[src/rtl/alu_seq.sv]
// Multi-cycle W-bit ALU: single-cycle logic/arith ops, iterative one-bit-per-cycle shifts.
// Results and flags update only on entry to DONE and hold until the next completion.
module alu_seq #(
  parameter int W = 8
) (
  input  logic         clk,
  input  logic         reset_n,
  input  logic         start_i,
  input  logic [2:0]   cmd_i,
  input  logic [W-1:0] a_i,
  input  logic [W-1:0] b_i,
  input  logic         sc_i,
  output logic         busy_o,
  output logic         done_o,
  output logic [W-1:0] rslt_o,
  output logic         sc_o,
  output logic         zero_o,
  output logic         pari_o,
  output logic         neq_o
);
  localparam int SA_W = $clog2(W);
  localparam logic [SA_W-1:0] CNT_ONE = {{(SA_W-1){1'b0}}, 1'b1};

  localparam logic [2:0] OP_NAND = 3'b000;
  localparam logic [2:0] OP_ROR  = 3'b001;
  localparam logic [2:0] OP_ADD  = 3'b010;
  localparam logic [2:0] OP_PASS = 3'b011;
  localparam logic [2:0] OP_SUB  = 3'b100;
  localparam logic [2:0] OP_ROL  = 3'b101;
  localparam logic [2:0] OP_XOR  = 3'b110;
  localparam logic [2:0] OP_LSR  = 3'b111;

  typedef enum logic [1:0] {IDLE, SHIFT, DONE} state_t;

  state_t          state_q;
  logic [SA_W-1:0] cnt_q;
  logic [2:0]      op_q;
  logic [W-1:0]    r_q;
  logic            c_q;
  logic            neq_cap_q;
  logic [W-1:0]    rslt_q;
  logic            sc_q, zero_q, pari_q, neq_q, done_q, busy_q;

  logic [SA_W-1:0] k;
  logic            is_shift;
  logic [W:0]      sum, diff;
  logic [W-1:0]    op_rslt_d;
  logic            op_c_d;
  logic [W-1:0]    step_r_d;
  logic            step_out_d;

  assign k        = b_i[SA_W-1:0];
  assign is_shift = (cmd_i == OP_ROR) || (cmd_i == OP_ROL) || (cmd_i == OP_LSR);
  assign sum      = {1'b0, a_i} + {1'b0, b_i} + {{W{1'b0}}, sc_i};
  assign diff     = {1'b0, a_i} - {1'b0, b_i};

  // Single-cycle result; shift ops land here only when k == 0.
  always_comb begin
    op_rslt_d = a_i;
    op_c_d    = 1'b0;
    case (cmd_i)
      OP_NAND: op_rslt_d = ~(a_i & b_i);
      OP_ADD:  begin op_rslt_d = sum[W-1:0];  op_c_d = sum[W];  end
      OP_SUB:  begin op_rslt_d = diff[W-1:0]; op_c_d = diff[W]; end
      OP_XOR:  op_rslt_d = a_i ^ b_i;
      OP_LSR:  op_c_d = sc_i;
      default: op_rslt_d = a_i;
    endcase
  end

  always_comb begin
    step_r_d   = {r_q[0], r_q[W-1:1]};
    step_out_d = r_q[0];
    case (op_q)
      OP_ROL:  begin step_r_d = {r_q[W-2:0], r_q[W-1]}; step_out_d = r_q[W-1]; end
      OP_LSR:  step_r_d = {c_q, r_q[W-1:1]};
      default: step_r_d = {r_q[0], r_q[W-1:1]};
    endcase
  end

  always_ff @(posedge clk) begin
    if (!reset_n) begin
      state_q   <= IDLE;
      cnt_q     <= '0;
      op_q      <= '0;
      r_q       <= '0;
      c_q       <= 1'b0;
      neq_cap_q <= 1'b0;
      rslt_q    <= '0;
      sc_q      <= 1'b0;
      zero_q    <= 1'b0;
      pari_q    <= 1'b0;
      neq_q     <= 1'b0;
      done_q    <= 1'b0;
      busy_q    <= 1'b0;
    end else begin
      done_q <= 1'b0;
      case (state_q)
        IDLE, DONE: begin
          if (start_i) begin
            op_q      <= cmd_i;
            neq_cap_q <= (a_i != b_i);
            if (is_shift && (k != '0)) begin
              state_q <= SHIFT;
              busy_q  <= 1'b1;
              cnt_q   <= k;
              r_q     <= a_i;
              c_q     <= (cmd_i == OP_LSR) ? sc_i : 1'b0;
            end else begin
              state_q <= DONE;
              done_q  <= 1'b1;
              rslt_q  <= op_rslt_d;
              sc_q    <= op_c_d;
              zero_q  <= (op_rslt_d == '0);
              pari_q  <= ^op_rslt_d;
              neq_q   <= (a_i != b_i);
            end
          end else begin
            state_q <= IDLE;
          end
        end
        SHIFT: begin
          r_q   <= step_r_d;
          c_q   <= step_out_d;
          cnt_q <= cnt_q - CNT_ONE;
          if (cnt_q == CNT_ONE) begin
            state_q <= DONE;
            busy_q  <= 1'b0;
            done_q  <= 1'b1;
            rslt_q  <= step_r_d;
            sc_q    <= step_out_d;
            zero_q  <= (step_r_d == '0);
            pari_q  <= ^step_r_d;
            neq_q   <= neq_cap_q;
          end
        end
        default: begin
          state_q <= IDLE;
          busy_q  <= 1'b0;
        end
      endcase
    end
  end

  assign busy_o = busy_q;
  assign done_o = done_q;
  assign rslt_o = rslt_q;
  assign sc_o   = sc_q;
  assign zero_o = zero_q;
  assign pari_o = pari_q;
  assign neq_o  = neq_q;
endmodule

[config.mk]
export PLATFORM = sky130hd
export DESIGN_NAME = alu_seq
export DESIGN_NICKNAME = d
export VERILOG_FILES = /design/src/rtl/alu_seq.sv
export SDC_FILE = /design/constraint.sdc
export NUM_CORES = 1
export LEC_CHECK = 0
export BUFFER_PORTS_ARGS = -buffer_cell sky130_fd_sc_hd__clkbuf_2
export CELL_PAD_IN_SITES_DETAIL_PLACEMENT = 0
export CELL_PAD_IN_SITES_GLOBAL_PLACEMENT = 1
export CORE_ASPECT_RATIO = 1.2
export CORE_MARGIN = 1.5
export CORE_UTILIZATION = 43
export CTS_CLUSTER_SIZE = 16
export DETAILED_ROUTE_END_ITERATION = 7
export GPL_TIMING_DRIVEN = 0
export HOLD_SLACK_MARGIN = 0.03
export PLACE_DENSITY = 0.91
export SKIP_LAST_GASP = 1
export SYNTH_ARGS = -nofsm -noshare
export SYNTH_HDL_FRONTEND = slang
export SYNTH_SLANG_ARGS = --single-unit
[constraint.sdc]
create_clock -name clk -period 3.3 [get_ports clk]
set_input_delay 0.165 -clock clk [delete_from_list [all_inputs] [get_ports clk]]
set_output_delay 0.165 -clock clk [all_outputs]
set_load 0.005 [all_outputs]
==> results of run 1 <==
==> how the worst max path moves through the flow <==
stage | endpoint | slack, ns | cells past startpoint
global route | pari_o | 0.002 | 17
global placement | pari_o | -0.02 | 17
finish | pari_o | 0.24 | 17
detailed placement | pari_o | -0.06 | 17
CTS | pari_o | 0.23 | 17
floorplan | pari_o | 0.36 | 16
==> power breakdown <==
group | total, mW | switching [mW] | internal [mW]
Sequential | 0.442 | 0.0213 | 0.421
Combinational | 0.442 | 0.252 | 0.190
Clock | 0.309 | 0.143 | 0.166
==> sequential cells by signal (all words and copies together) (netlist names), 2 cells and up <==
register	cells
op_q	3
cnt_q	3
state_q	2
r_q	8
rslt_o	8
==> per-stage QoR <==
| step | utilization [%] | instance area (sq um) | TNS [ns] |
|---|---|---|---|
| global route | 50.2 | 3240 | 0 |
| CTS | 50.1 | 3230 | 0 |
| finish | 50.2 | 3240 | 0 |
| floorplan | - | 2860 | 0 |
| global placement | 48.7 | 3140 | -0.0197 |
| detailed placement | 48.7 | 3140 | -0.0631 |
==> per-layer routing <==
layer,share of wire (%),GRT usage [%],wire length (microns),vias up
met5,0,0,0,-
met4,2.8,7.42,221,0
met3,4.8,2.59,378,18
met2,49,39.8,3860,100
met1,43,27.0,3340,1339
li1,-,-,-,1398
==> what timing repair did <==
action                                  in CTS  in global routing
endpoints found under the setup margin       0                  1
resized for setup                            0                  2
hold buffers                                 0                  0
==> kinds of logic after synthesis <==
family	share of synthesized area, %
flops	22.4
buf+inv	8.02
simple gates	22.2
fa+ha+maj	13.5
xor+xnor	1.84
mux	7.97
compound gates	24.1
==> worst max-delay path, stage by stage <==
cell      delay (ns)
clkbuf_2        0.11
inv_1           0.10
fa_1            0.45
inv_1           0.08
fa_1            0.24
nand2b_4        0.07
a21bo_2         0.23
and4b_1         0.20
or4_4           0.49
o21ai_1         0.14
ha_1            0.26
xor2_1          0.16
xnor2_1         0.14
nor2_1          0.10
a21oi_1         0.05
mux2i_1         0.15
nor2_1          0.05
==> synth_stat cells, types with 6 or more instances <==
master,instances
ha_1,26
clkbuf_1,11
buf_2,10
a21oi_1,31
nor2_1,33
o211ai_1,6
nand2b_1,14
mux2i_1,16
nand2_1,29
nor2b_1,8
nor3_1,9
inv_1,23
dfxtp_1,32
o21ai_0,19
==> cell type report <==
class	instances	area, sq um
clock inverters	2	10.0
well taps	85	106
clock buffers	6	82.6
repair buffers	35	175
plain buffers	25	129
multi-input cells	283	1990
flip-flops and latches	32	641
inverters	26	100
fillers	647	3210
==> results by group, run 1 <==
Synthesis
  • Synth top area cells: dfxtp_1 (22%), ha_1 (11%), mux2i_1 (5.6%)
  • Post-synth EDFFs: 0
  • Top-area cell type share of the netlist area: 22.4%
  • Distinct cells, synth: 64
  • Synthesized area: 2860 sq um
  • Cell taking the most area after synthesis: dfxtp_1
  • Yosys reg bits: 32
  • Top_reg_cell synth: dfxtp_1
  • Avg Inst Size Synth: 7.80 sq um
  • Syn Inst Count: 366
  • Post-synthesis sequential area ratio: 22.4%
  • Syn. warnings: 0
  • Asr flop ratio synth: 0%
  • Syn nets: 418

Place
  • Place WS: -0.0631 ns
  • Dpl hpwl: 6240 microns
  • RD Place Congestion: 0.910
  • IO Port Bufs: 35
  • Cell Count Post-Placement: 486

Clock network
  • CTS Root Cell: clkbuf_8
  • Worst skew pair latency: 0.28 ns
  • Max clock buf depth: 2
  • Num CTS Buffers: 5
  • CTS sink count: 32
  • CTS tree: done
  • Post-CTS setup buffers: 0
  • Worst-path clk slew: 0.06 ns
  • CTS HTree Levels: 2

Global route
  • Initial antenna violation count: 0
  • Total grt overflow: 0
  • First-pass GRT wire length: 12,500 microns
  • Tot GR Track Use: 22.1%
  • Largest net degree at the start of global routing: 11
  • Number of global-route vias before repair: 2,613

Critical path
  • CP Launch Type: input port
  • Critical path origin: a_i[0]
  • Worst Reg-to-Reg Cells: 9
  • CP arrival: 3.21 ns
  • Crit path max fanout: 3
  • CP Capture Type: flip-flop
  • R2R Path End: pari_o
  • WS Path Type: in -> reg
  • FF-to-FF Start: op_q[1]
  • Worst path required time: 3.45 ns
  • FF-to-FF setup slack: 1.07 ns

Detailed routing
  • DRT iter0 DRCs: 200
  • WL final: 7810 microns
  • Post-route DRC: 0
  • Router iterations before antenna repair: 4
  • Vias: 2,855
  • Routed len/inst: 15.8 microns
  • Detail Route Antenna Nets: 0
  • Vias per inst: 5.78

Die
  • # IOs: 37
  • Core footprint: 6450 sq um
  • Die W: 77.4 microns
  • DIE HEIGHT: 92.3 microns
  • Die footprint: 7140 sq um
  • Initial Util: 44.3%
  • Row count: 32

Finish
  • Final Non-Filler Cells: 494
  • Commonest non-fill, non-tap cell in the layout: clkbuf_2
  • Layout cells sized above 1: 17.8%
  • Highest-count cells in the layout ignoring fill and taps: clkbuf_2 (35), nor2_1 (33), dfxtp_1 (32), a21oi_1 (31), nand2_1 (29)
  • # nets final: 460
  • Antenna cells: 0
  • Area Overhead vs Synth: 13.4%

STA
  • Slew headroom: 64.4%
  • Unrepaired setup endpoints after global routing: no
  • Setup ws final: 0.242 ns
  • Final clock skew: 0.00700 ns
  • Worst hold-check slack: 0.185 ns
  • Hold Vio Cnt, Final: 0
  • Setup violators final: 0
  • Post-layout min period: 3.06 ns
  • Final Slew Violations: 0
  • Actual slew at the worst max-slew pin: 0.535 ns
  • Max Clock Freq: 327 MHz
  • Tcrit/Tclk final: 92.7%

Hold path
  • Hold Startpoint: a_i[2]
  • Worst Hold Class: in -> reg
  • Hold Path Stages: 3
  • Hold Path End: r_q[2]

Power
  • P_leak: 1.45 nW
  • Power per Cell Area: 368 nW/um^2
  • Peak supply drop: 0.200 mV
  • Power, Total: 1.19 mW

Run
  • Max-cap violations: 0

Run status
  • Outcome: finished clean
Note: power is estimated with default switching activity, not from simulation.
==> run 2: changes to the inputs <==
CORE_UTILIZATION = 30   (was 43)
PLACE_DENSITY = 0.7   (was 0.91)
==> run 2 against run 1 <==
Register-to-register slack gained 0.02 ns. Routed wire length grew 10%. Total power grew 6.2%. Worst hold slack gained 0.0052 ns. Fmax shrank 1.1%. Cell area grew 1.7%. Critical endpoint unchanged. Largest power group is now combinational logic.
==> results by group, run 2 (synthesized netlist as in run 1, its figures left out) <==
Power
  • Comb pwr share: 35.3% (-1.7 points)
  • Switch share: 34.2% (-0.64 points)
  • Power per Cell Area: 385 nW/um^2 (+4.4%)
  • Internal: 833 uW (+7.2%)
  • Clock Power Share: 29.8% (+3.9 points)
  • Peak supply drop: 0.150 mV (-25%)
  • Psw: 433 uW (+4.2%)
  • Flop pwr share: 34.8% (-2.3 points)
  • P_leak: 1.45 nW (-0.19%)

Place
  • IO Port Bufs: 35 (unchanged)
  • RD Place Congestion: 0.903 (-0.77%)
  • Dpl hpwl: 6870 microns (+10%)
  • Place WS: -0.107 ns (-0.0436 ns)
  • Placed Area: 3180 sq um (+1.4%)

Finish
  • Commonest non-fill, non-tap cell in the layout: clkbuf_2
  • Final Cell Area: 3290 sq um (+1.7%)
  • # nets final: 460 (unchanged)
  • Layout cells sized above 1: 17.6% (-0.24 points)
  • Fillers: 1,027 (+59%)
  • Antenna cells: 0 (unchanged)
  • Area Overhead vs Synth: 15.3%
  • Highest-count cells in the layout ignoring fill and taps: clkbuf_2 (35), nor2_1 (33), dfxtp_1 (32), a21oi_1 (31), nand2_1 (29)

Detailed routing
  • DRT iter0 DRCs: 167 (-17%)
  • Detail Route Antenna Nets: 0 (unchanged)
  • Vias per inst: 5.22 (-9.6%)
  • Routed len/inst: 16.3 microns (+3.0%)
  • Vias: 2,764 (-3.2%)
  • Router iterations before antenna repair: 4 (unchanged)
  • WL final: 8610 microns (+10%)
  • Post-route DRC: 0 (unchanged)

Run
  • Max-cap violations: 0 (unchanged)

STA
  • Setup violators final: 0 (unchanged)
  • Hold Vio Cnt, Final: 0 (unchanged)
  • Actual slew at the worst max-slew pin: 0.584 ns (+0.0491 ns)
  • Slew headroom: 60.6% (-3.8 points)
  • Post-layout min period: 3.09 ns (+0.0355 ns)
  • Max Clock Freq: 323 MHz (-1.1%)
  • Setup ws final: 0.206 ns (-0.0355 ns)
  • Tcrit/Tclk final: 93.8% (+1.1 points)
  • Unrepaired setup endpoints after global routing: no
  • Final Slew Violations: 0 (unchanged)
  • Final clock skew: 0.0117 ns (+0.00472 ns)

Clock network
  • CTS sink count: 32 (unchanged)
  • CTS Root Cell: clkbuf_8
  • Num CTS Buffers: 5 (unchanged)
  • Max clock buf depth: 2 (unchanged)
  • CTS HTree Levels: 2 (unchanged)
  • CTS tree: done
  • Worst skew pair latency: 0.30 ns (+0.02 ns)
  • Worst-path clk slew: 0.08 ns (+0.02 ns)
  • Hold_buf cts: 0 (unchanged)

Global route
  • Largest net degree at the start of global routing: 12 (+1)
  • Tot GR Track Use: 17.4% (-4.7 points)
  • Total grt overflow: 0 (unchanged)
  • First-pass GRT wire length: 13,700 microns (+9.6%)
  • Initial antenna violation count: 0 (unchanged)
  • Number of global-route vias before repair: 2,636 (+0.88%)

Critical path
  • CP Capture Type: flip-flop
  • Critical path buffers and inverters: 3 (unchanged)
  • Crit path max fanout: 3 (unchanged)
  • CP arrival: 3.32 ns (+0.11 ns)
  • WS Path Type: in -> reg
  • CP max stage delay: 0.49 ns (about the same)
  • Worst path required time: 3.52 ns (+0.07 ns)
  • CP cell instances: clkbuf_2 > inv_1 > fa_1 > inv_1 > fa_1 > nand2b_4 > a21bo_2 > and4b_1 > or4_4 > o21ai_1 > ha_1 > xor2_1 > xnor2_1 > nor2_1 > a21oi_1 > mux2i_1 > nor2_1
  • CP Launch Type: input port
  • Slowest CP cell: or4_4
  • Delay-heaviest family, CP: adder cells

Die
  • Die W: 92.1 microns (+19%)
  • Initial Util: 31.3% (-13 points)
  • Row count: 38 (+19%)
  • Core footprint: 9130 sq um (+42%)
  • DIE HEIGHT: 110 microns (+19%)
  • Die footprint: 10,100 sq um (+42%)
  • # IOs: 37 (unchanged)

Run status
  • Outcome: finished clean

Hold path
  • Worst Hold Class: in -> reg
-- run 2: cell count changes in the layout (fill, tap and decap cells not counted), sizes merged --
| cell | before | now |
|---|---|---|
| clkinv | 3 | 2 |
| clkbuf | 52 | 51 |
| bufinv | 0 | 1 |
| clkinvlp | 0 | 1 |
-- run 2: timing repair --
item | in CTS | in global routing
buffers inserted | 0 | 0
resized for setup | 0 | 1
endpoints found under the hold margin | 0 | 0
endpoints found under the setup margin | 0 | 1
-- run 2: worst min-delay path: stages --
cell      delay [ns]
clkbuf_2        0.13
nand2_1         0.08
a31oi_1         0.07
-- run 2: power groups by stage --
stage | sequential (mW) | combinational, mW | clock, mW
after detailed placement | 0.450 | 0.446 | 0
after global placement | 0.449 | 0.443 | 0
final | 0.441 | 0.448 | 0.378
after global routing | 0.446 | 0.497 | 0.405
after CTS | 0.441 | 0.448 | 0.386
after floorplan | 0.447 | 0.314 | 0
-- run 2: path summary, 6_finish.rpt --
check        slack (ns)  cells past startpoint      start        end
min reg2reg        0.45                      2  rslt_o[2]  rslt_o[2]
max                0.21                     17     a_i[0]     pari_o
max reg2reg        1.09                      9    op_q[1]     pari_o
min                0.19                      3     a_i[2]     r_q[2]
-- run 2: final cells by class --
cell class	instances	area, sq um	area share (%)
Multi-Input combinational cell	283	1990	60.3
Sequential cell	32	641	19.4
Timing Repair Buffer	35	175	5.32
Tap cell	120	150	4.56
Buffer	25	129	3.91
Inverter	26	100	3.04
Clock buffer	5	68.8	2.09
Clock inverter	3	42.5	1.29
-- run 2: per-stage QoR --
stage / hold slack [ns] / TNS, ns / instances / power [mW] / util (%)
2_1_floorplan: 0.294 / 0 / 366 / 0.761 / -
3_3_place_gp: 0.444 / -0.0986 / 521 / 0.892 / 34.9
3_5_place_dp: 0.444 / -0.107 / 521 / 0.896 / 34.9
4_1_cts: 0.192 / 0 / 529 / 1.28 / 36.1
5_1_grt: 0.192 / 0 / 529 / 1.35 / 36.1
6_report: 0.191 / 0 / 529 / 1.27 / 36.1
-- run 2: routing by layer --
layer | share of wire, % | global-route usage (%) | vias to the layer above | wire, microns
met2 | 50 | 31.7 | 49 | 4300
met4 | 2.0 | 5.27 | 0 | 172
met5 | 0 | 0 | - | 0
met1 | 46 | 21.8 | 1309 | 3950
met3 | 2.2 | 1.52 | 13 | 187
li1 | - | - | 1393 | -
